===== config.mk =====
export PLATFORM = sky130hd
export DESIGN_NAME = wb_grf
export DESIGN_NICKNAME = d
export VERILOG_FILES = /design/src/rtl/grf_pkg.sv /design/src/rtl/wb_trace_fifo.sv /design/src/rtl/wb_grf.sv
export SDC_FILE = /design/constraint.sdc
export NUM_CORES = 2
export LEC_CHECK = 0
export CORE_MARGIN = 1.5
export CORE_UTILIZATION = 30
export CTS_BUF_LIST = sky130_fd_sc_hd__clkbuf_16
export CTS_CLUSTER_SIZE = 14
export DETAILED_ROUTE_END_ITERATION = 8
export PLACE_DENSITY = 0.46
export SYNTH_ARGS = -nofsm -noshare
export SYNTH_HDL_FRONTEND = slang
export SYNTH_HIERARCHICAL = 1
export SYNTH_SLANG_ARGS = --single-unit

===== constraint.sdc =====
create_clock -name Clk -period 4.2 [get_ports Clk]
set_input_delay 1.26 -clock Clk [delete_from_list [all_inputs] [get_ports Clk]]
set_output_delay 1.26 -clock Clk [all_outputs]
set_load 0.03 [all_outputs]

===== src/rtl/grf_pkg.sv =====
// Shared definitions for the write-back register file and its trace FIFO.
// Trace entry layout (69 bits): {PC[68:37], A3[36:32], WD[31:0]}.
package grf_pkg;

  localparam int TRACE_DEPTH = 4;
  localparam int PTR_W       = 2;
  localparam int CNT_W       = 3;
  localparam int ENTRY_W     = 69;

  typedef struct packed {
    logic [31:0] pc;
    logic [4:0]  a3;
    logic [31:0] wd;
  } trace_entry_t;

  function automatic trace_entry_t make_entry(input logic [31:0] pc,
                                              input logic [4:0]  a3,
                                              input logic [31:0] wd);
    trace_entry_t e;
    e.pc = pc;
    e.a3 = a3;
    e.wd = wd;
    return e;
  endfunction

endpackage


===== src/rtl/wb_trace_fifo.sv =====
// Four-entry trace FIFO for committed register writes.
// Valid comes from registered occupancy only (no fall-through). A push into a
// full FIFO is accepted when a pop happens in the same cycle; otherwise it is
// dropped and the sticky overflow flag is raised.
module wb_trace_fifo
  import grf_pkg::*;
(
  input  logic         clk,
  input  logic         rst_n,
  input  logic         push,
  input  trace_entry_t push_entry,
  input  logic         pop_ready,
  output logic         valid,
  output logic         full,
  output trace_entry_t head,
  output logic         overflow
);

  logic [PTR_W-1:0] rd_ptr;
  logic [PTR_W-1:0] wr_ptr;
  logic [CNT_W-1:0] count;
  trace_entry_t     mem [TRACE_DEPTH];
  logic             pop;
  logic             push_ok;

  assign valid   = (count != '0);
  assign full    = (count == CNT_W'(TRACE_DEPTH));
  assign pop     = valid & pop_ready;
  assign push_ok = push & (~full | pop);
  assign head    = valid ? mem[rd_ptr] : '0;

  // Pointers, occupancy and the sticky overflow flag
  always_ff @(posedge clk or negedge rst_n) begin
    if (!rst_n) begin
      rd_ptr   <= '0;
      wr_ptr   <= '0;
      count    <= '0;
      overflow <= 1'b0;
    end else begin
      if (pop)
        rd_ptr <= rd_ptr + PTR_W'(1);
      if (push_ok)
        wr_ptr <= wr_ptr + PTR_W'(1);
      if (push_ok && !pop)
        count <= count + CNT_W'(1);
      else if (pop && !push_ok)
        count <= count - CNT_W'(1);
      if (push && !push_ok)
        overflow <= 1'b1;
    end
  end

  // Entry storage; contents are only visible through head while valid
  always_ff @(posedge clk) begin
    if (push_ok)
      mem[wr_ptr] <= push_entry;
  end

endmodule


===== src/rtl/wb_grf.sv =====
// Write-back stage general register file with commit trace and write counter.
// Optional macro WB_GRF_BYPASS_EN: when defined, reads of the register being
// written this cycle return WD_in instead of the pre-write array value.
module wb_grf
  import grf_pkg::*;
(
  input  logic        Clk,
  input  logic        Rst_n,
  input  logic        RFWr_in,
  input  logic [4:0]  A3_in,
  input  logic [31:0] WD_in,
  input  logic [31:0] PC_in,
  input  logic [4:0]  A1,
  input  logic [4:0]  A2,
  output logic [31:0] RD1,
  output logic [31:0] RD2,
  output logic        Trace_Valid,
  input  logic        Trace_Ready,
  output logic [31:0] Trace_PC,
  output logic [4:0]  Trace_A3,
  output logic [31:0] Trace_WD,
  output logic        Trace_Overflow,
  output logic [31:0] Write_Count
);

  logic [31:0]  regs [32];
  logic         commit;
  logic         fifo_full;
  trace_entry_t head;

  assign commit = RFWr_in && (A3_in != 5'd0);

  // Register array; entry 0 is never written and always reads as zero
  always_ff @(posedge Clk or negedge Rst_n) begin
    if (!Rst_n) begin
      for (int i = 0; i < 32; i++)
        regs[i] <= '0;
    end else if (commit) begin
      regs[A3_in] <= WD_in;
    end
  end

  // Committed write counter, wraps naturally at 32 bits
  always_ff @(posedge Clk or negedge Rst_n) begin
    if (!Rst_n)
      Write_Count <= '0;
    else if (commit)
      Write_Count <= Write_Count + 32'd1;
  end

  // Combinational read ports with optional same-cycle write bypass
  always_comb begin
    RD1 = (A1 == 5'd0) ? 32'd0 : regs[A1];
    RD2 = (A2 == 5'd0) ? 32'd0 : regs[A2];
`ifdef WB_GRF_BYPASS_EN
    if (commit && (A3_in == A1))
      RD1 = WD_in;
    if (commit && (A3_in == A2))
      RD2 = WD_in;
`endif
  end

  wb_trace_fifo u_trace_fifo (
    .clk        (Clk),
    .rst_n      (Rst_n),
    .push       (commit),
    .push_entry (make_entry(PC_in, A3_in, WD_in)),
    .pop_ready  (Trace_Ready),
    .valid      (Trace_Valid),
    .full       (fifo_full),
    .head       (head),
    .overflow   (Trace_Overflow)
  );

  assign Trace_PC = head.pc;
  assign Trace_A3 = head.a3;
  assign Trace_WD = head.wd;

endmodule


# Yosys cells after proc, flatten, opt, wreduce, memory -nomap -nowiden
# Memory sizes are Yosys's and may differ from the RTL's.
# Index checks and enable logic that the tools add are counted.
[totals]
n_memories = 1
out_inout_bits = 167
reg_bits = 1064
elab_cells = 83
ram_bits = 276
[mem_list]
columns = ["memory", "words", "word_bits", "rd", "rd_clocked_by_memory_dff", "write_ports", "line_no", "rtl"]
rows = [
  ["u_trace_fifo.mem", 4, 69, 1, 0, 1, "wb_trace_fifo.sv:22", "trace_entry_t mem [TRACE_DEPTH];"],
]
[op_classes]
n_lt_le_gt_ge = 4
muxes = 16
n_reduce_logical = 12
n_eq_ne = 1
bitwise_logic = 7
addsub = 5
[op_table]
columns = ["operator", "count"]
rows = [
  ["bitwise mux 1024 bit", 1],
  ["binary-select mux 32 bit (select 5 bit)", 2],
  ["two-way mux 32 bit", 7],
  ["demux 32 bit (select 5 bit)", 1],
  ["two-way mux 69 bit", 1],
  ["adder 32 x 1 -> 32 bit, second input constant", 1],
  ["greater-or-equal comparator 6 bit, second input constant", 3],
  ["NOT 5 -> 6 bit", 3],
  ["zero test 5 bit", 2],
  ["less-than comparator 6 x 1 -> 1 bit, second input constant", 1],
  ["two-way mux 3 bit", 2],
  ["logical AND 1 bit", 5],
  ["nonzero test 5 bit", 1],
  ["adder 2 x 1 -> 2 bit, second input constant", 2],
  ["adder 3 x 1 -> 3 bit, second input constant", 1],
  ["equality test 3 bit, second input constant", 1],
  ["nonzero test 3 bit", 1],
  ["subtractor 3 x 1 -> 3 bit, second input constant", 1],
  ["bitwise AND 1 bit", 2],
  ["zero test 1 bit", 2],
  ["two-way mux 1 bit", 2],
  ["nonzero test 2 bit", 1],
  ["NOT 1 bit", 1],
  ["bitwise OR 1 bit", 1],
]

# Longest topological paths before layout
[depth]
depth_word = 8
ltp_mapped = 11

# Modules after synthesis
# The synthesis kept the hierarchy.
[modules_own_cells]
columns = ["mod", "instances", "cells_per_inst", "area_per_inst_um2"]
rows = [
  ["wb_grf", 1, 3839, 55956.2],
  ["wb_trace_fifo", 1, 475, 10948.0],
]

# Worst setup path after synthesis
# OpenSTA, ideal clock, no wires.
[synth_timing]
path_type = "input-to-output"
start = "in A1[0]"
end = "out RD1[30]"
path_stages = 9
setup_slack_ns = -0.920
n_path_buf = 5
t_required_ns = 2.940
arrival_time_ns = 3.860
cell_sequence = "buf_2 > buf_6 > buf_6 > buf_6 > buf_6 > mux2i_1 > o221ai_1 > a221oi_1 > a2111oi_0"
[synth_between]
elab_chain_cells = 5
[synth_rtl]
columns = ["item", "line_no", "rtl"]
rows = [
  ["start: declaration", "wb_grf.sv:13", "input logic [4:0] A1,"],
  ["NOT 5 -> 6 bit (implied by the code)", "wb_grf.sv:53", "RD1 = (A1 == 5'd0) ? 32'd0 : regs[A1];"],
  ["binary-select mux 32 bit (select 5 bit)", "wb_grf.sv:53", ""],
  ["two-way mux 32 bit (implied by the code) (2 in a row)", "wb_grf.sv:53", ""],
  ["two-way mux 32 bit *", "wb_grf.sv:53", ""],
  ["end: declaration", "wb_grf.sv:15", "output logic [31:0] RD1,"],
]
# Mark *: on every way between the ends. The rest lies on a longest branch, timed or not. The select of a mux whose other input is x is not followed.

# Worst setup path in the final report
[layout_timing]
start = "in A1[0]"
end = "out RD1[17]"
# The elaborated chain is that of the path after synthesis.

==> impl_metrics.json <==
{
  "outcome": "finished, violations left",
  "violations": "negative setup slack",
  "worstMarginPinSlew_ns": 1.28,
  "cts_buffer_depth": 3,
  "mappedNetlistArea_um2": 66900,
  "power_leakage_nw": 37.5,
  "cp.required_ns": 2.94,
  "viasPerCell": 5.38,
  "layout_common_cells": "dfrtp_1, mux2_2, mux4_2",
  "place_congestion": 0.769,
  "track_usage": 0.224,
  "area_delta_synth_final_pct": 34.4,
  "core_um2": 222000,
  "yosys_warnings": 6,
  "min_period_ns": 4.45,
  "synthArstFlopShare": 0.794,
  "cts_tree": "done",
  "fmax_mhz": 225,
  "drv_slew": 0,
  "die_area_um2": 226000,
  "drive_above_1_share": 0.558,
  "n_fill_cell": 20300,
  "hold_viol_final": 0,
  "ir_worst_vdd_uv": 351,
  "hpwl_um": 152000,
  "synthDominantCellAreaShare": 0.398,
  "portBuffers": 249,
  "grt_max_degree": 92,
  "drc": 0,
  "routed.top_layer": "met5",
  "cp-end-kind": "output port",
  "dp_slack_ns": -0.974,
  "cap_violations": 0,
  "fin_nets": 5164,
  "clk_pin_slew_ns": 0.06,
  "drt_first_pass_iters": 7,
  "postLayoutSetupSlackWorst_ns": -0.251,
  "worstSetupPathType": "primary input to output port",
  "worstSetupStartpointType": "primary input",
  "first_global_vias": 45900,
  "clk_latency_ns": 0.80,
  "clock-sinks": 1340,
  "die_x_um": 475,
  "rsz0062_at_grt": "yes",
  "cp_max_fo": 4,
  "synth_cells": 4314,
  "synth_top_area_cell": "dfrtp_1",
  "antenna_left": 0,
  "synth_edf_count": 276,
  "synth.ff_latch_count": 1340,
  "synth_fp_nets": 4404,
  "vias": 44000,
  "drtIter0Drc": 3238,
  "regArea_um2": 34900,
  "synthTopCellsByArea": "dfrtp_1, mux2_2, mux4_2",
  "grt_overflow": 0,
  "finalCritPeriodShare": 1.06,
  "finalClockSkew_ns": 0.0146,
  "final.setup.tns_ns": -8.30,
  "multi_input_area_um2": 33200,
  "cts.htree.levels": 4,
  "wire_per_inst_um": 31.1,
  "std_cell_rows": 173,
  "cp.arrival_ns": 3.19,
  "cts_made_buffers": 155,
  "dr_wl_met3_um": 9770,
  "syn_avg_cell_area_um2": 15.5,
  "wl_met2_um": 126000,
  "synthDistinctLibCells": 53,
  "min-delay-path-class": "flip-flop to flip-flop",
  "cts_root_buf": "clkbuf_16",
  "initial_core_util": 0.302,
  "layout_commonest_cell": "dfrtp_1",
  "synthFlopType": "dfrtp_1",
  "grt_pass1_wl_um": 361000,
  "maxSlewHeadroom": 0.142,
  "wirelength_met1_um": 112000,
  "finalSetupViolCount": 63,
  "fp.dieH_um": 475,
  "io_pins": 250,
  "wl_um": 254000,
  "antenna_found_initial": 6,
  "powerDensity_nw_per_um2": 486,
  "holdBufCountCts": 0,
  "ys_seq_area_frac": 0.522
}
## synth_stat cells (7+ instances only)
| master | instances |
|---|---|
| a2111oi_0 | 56 |
| a211oi_1 | 54 |
| a221o_1 | 32 |
| a221oi_1 | 7 |
| a22o_1 | 84 |
| and2_1 | 75 |
| and3_1 | 13 |
| buf_1 | 60 |
| buf_12 | 7 |
| buf_2 | 119 |
| buf_4 | 24 |
| buf_6 | 18 |
| clkbuf_1 | 233 |
| dfrtp_1 | 1064 |
| edfxtp_1 | 276 |
| mux2_1 | 82 |
| mux2_2 | 982 |
| mux2i_1 | 220 |
| mux4_2 | 456 |
| nand2_1 | 64 |
| nand2b_1 | 20 |
| nand3_1 | 17 |
| nand4_1 | 11 |
| nor2_1 | 44 |
| nor2b_1 | 62 |
| nor3_1 | 29 |
| nor4_1 | 32 |
| o22ai_1 | 84 |
| xnor2_1 | 32 |
## metal layers
layer,vias up,track usage
met5,-,0
met4,2,0.0633
met3,344,0.0300
met2,1058,0.376
met1,24300,0.302
li1,18300,-
## logic make-up (layout without fill, tap and decap cells)
logic type,Yosys count,count (layout),synth area share
flip-flops,1340,1340,0.522
AO/OA/AOI/OAI,331,331,0.0402
buffers and inverters,467,1354,0.0335
AND/OR/NAND/NOR,391,391,0.0323
multiplexers,1741,1741,0.366
XOR/XNOR,37,37,0.00484
adder cells (fa/ha/maj),7,7,0.00142
other,0,4,0
## timing repair
item,in CTS,in global routing
pin swaps,165,116
cloned,37,3
endpoints found under the setup margin,134,77
setup buffers,198,77
resized for setup,558,210
## area by class of cell
class / instances / area share
clock inverter: 127 / 0.0107
inverter: 6 / 0.000250
clock buffer: 157 / 0.0437
multi-input combinational: 2507 / 0.369
timing repair buffer: 1064 / 0.146
antenna: 4 / 0.000111
tap: 2975 / 0.0414
sequential: 1340 / 0.388
## through the flow
stage | area, um2 | instances | util | total power [W] | hold slack [ns]
finish | 89900 | 8180 | 0.405 | 0.0437 | 0.400
detailed placement | 78400 | 7630 | 0.353 | 0.0297 | 0.386
global route | 89900 | 8179 | 0.405 | 0.0456 | 0.407
CTS | 88600 | 8121 | 0.399 | 0.0439 | 0.401
global placement | 78400 | 7630 | 0.353 | 0.0296 | 0.380
floorplan | 67900 | 4314 | - | 0.0249 | 0.441
## sequential cells by signal, summed over array words and instances (netlist names)
signal / count
Write_Count: 32
u_trace_fifo/rd_ptr: 2
u_trace_fifo/wr_ptr: 2
u_trace_fifo/count: 3
u_trace_fifo/overflow: 1
regs: 1024
u_trace_fifo/mem: 276
## worst paths after layout
check	startpoint	slack, ns	cells past startpoint	endpoint
min in group asynchronous	Rst_n	0.49	1	regs[964]
setup reg to reg	u_trace_fifo/count[0]	1.65	9	u_trace_fifo/count[2]
max in group asynchronous	Rst_n	2.61	2	regs[634]
hold reg to reg	regs[1016]	0.40	0	regs[1016]
setup / recovery	A1[0]	-0.25	8	RD1[17]
hold / removal	regs[1016]	0.40	0	regs[1016]
## critical path, cell delays in order
cell and delay [ns]:
buf_16 0.16, buf_16 0.14, buf_8 0.10, mux4_2 0.49, a22o_1 0.28, a2111oi_4 0.42
nor3_4 0.12, buf_6 0.16
## power breakdown
group / switching, W / internal (W) / total, W / leakage [nW]
clock: 0.00585 / 0.00749 / 0.0133 / 2.54
sequential: 0.00172 / 0.0158 / 0.0175 / 16.2
combinational: 0.00613 / 0.00666 / 0.0128 / 18.7
(Power assumes the default switching activity.)
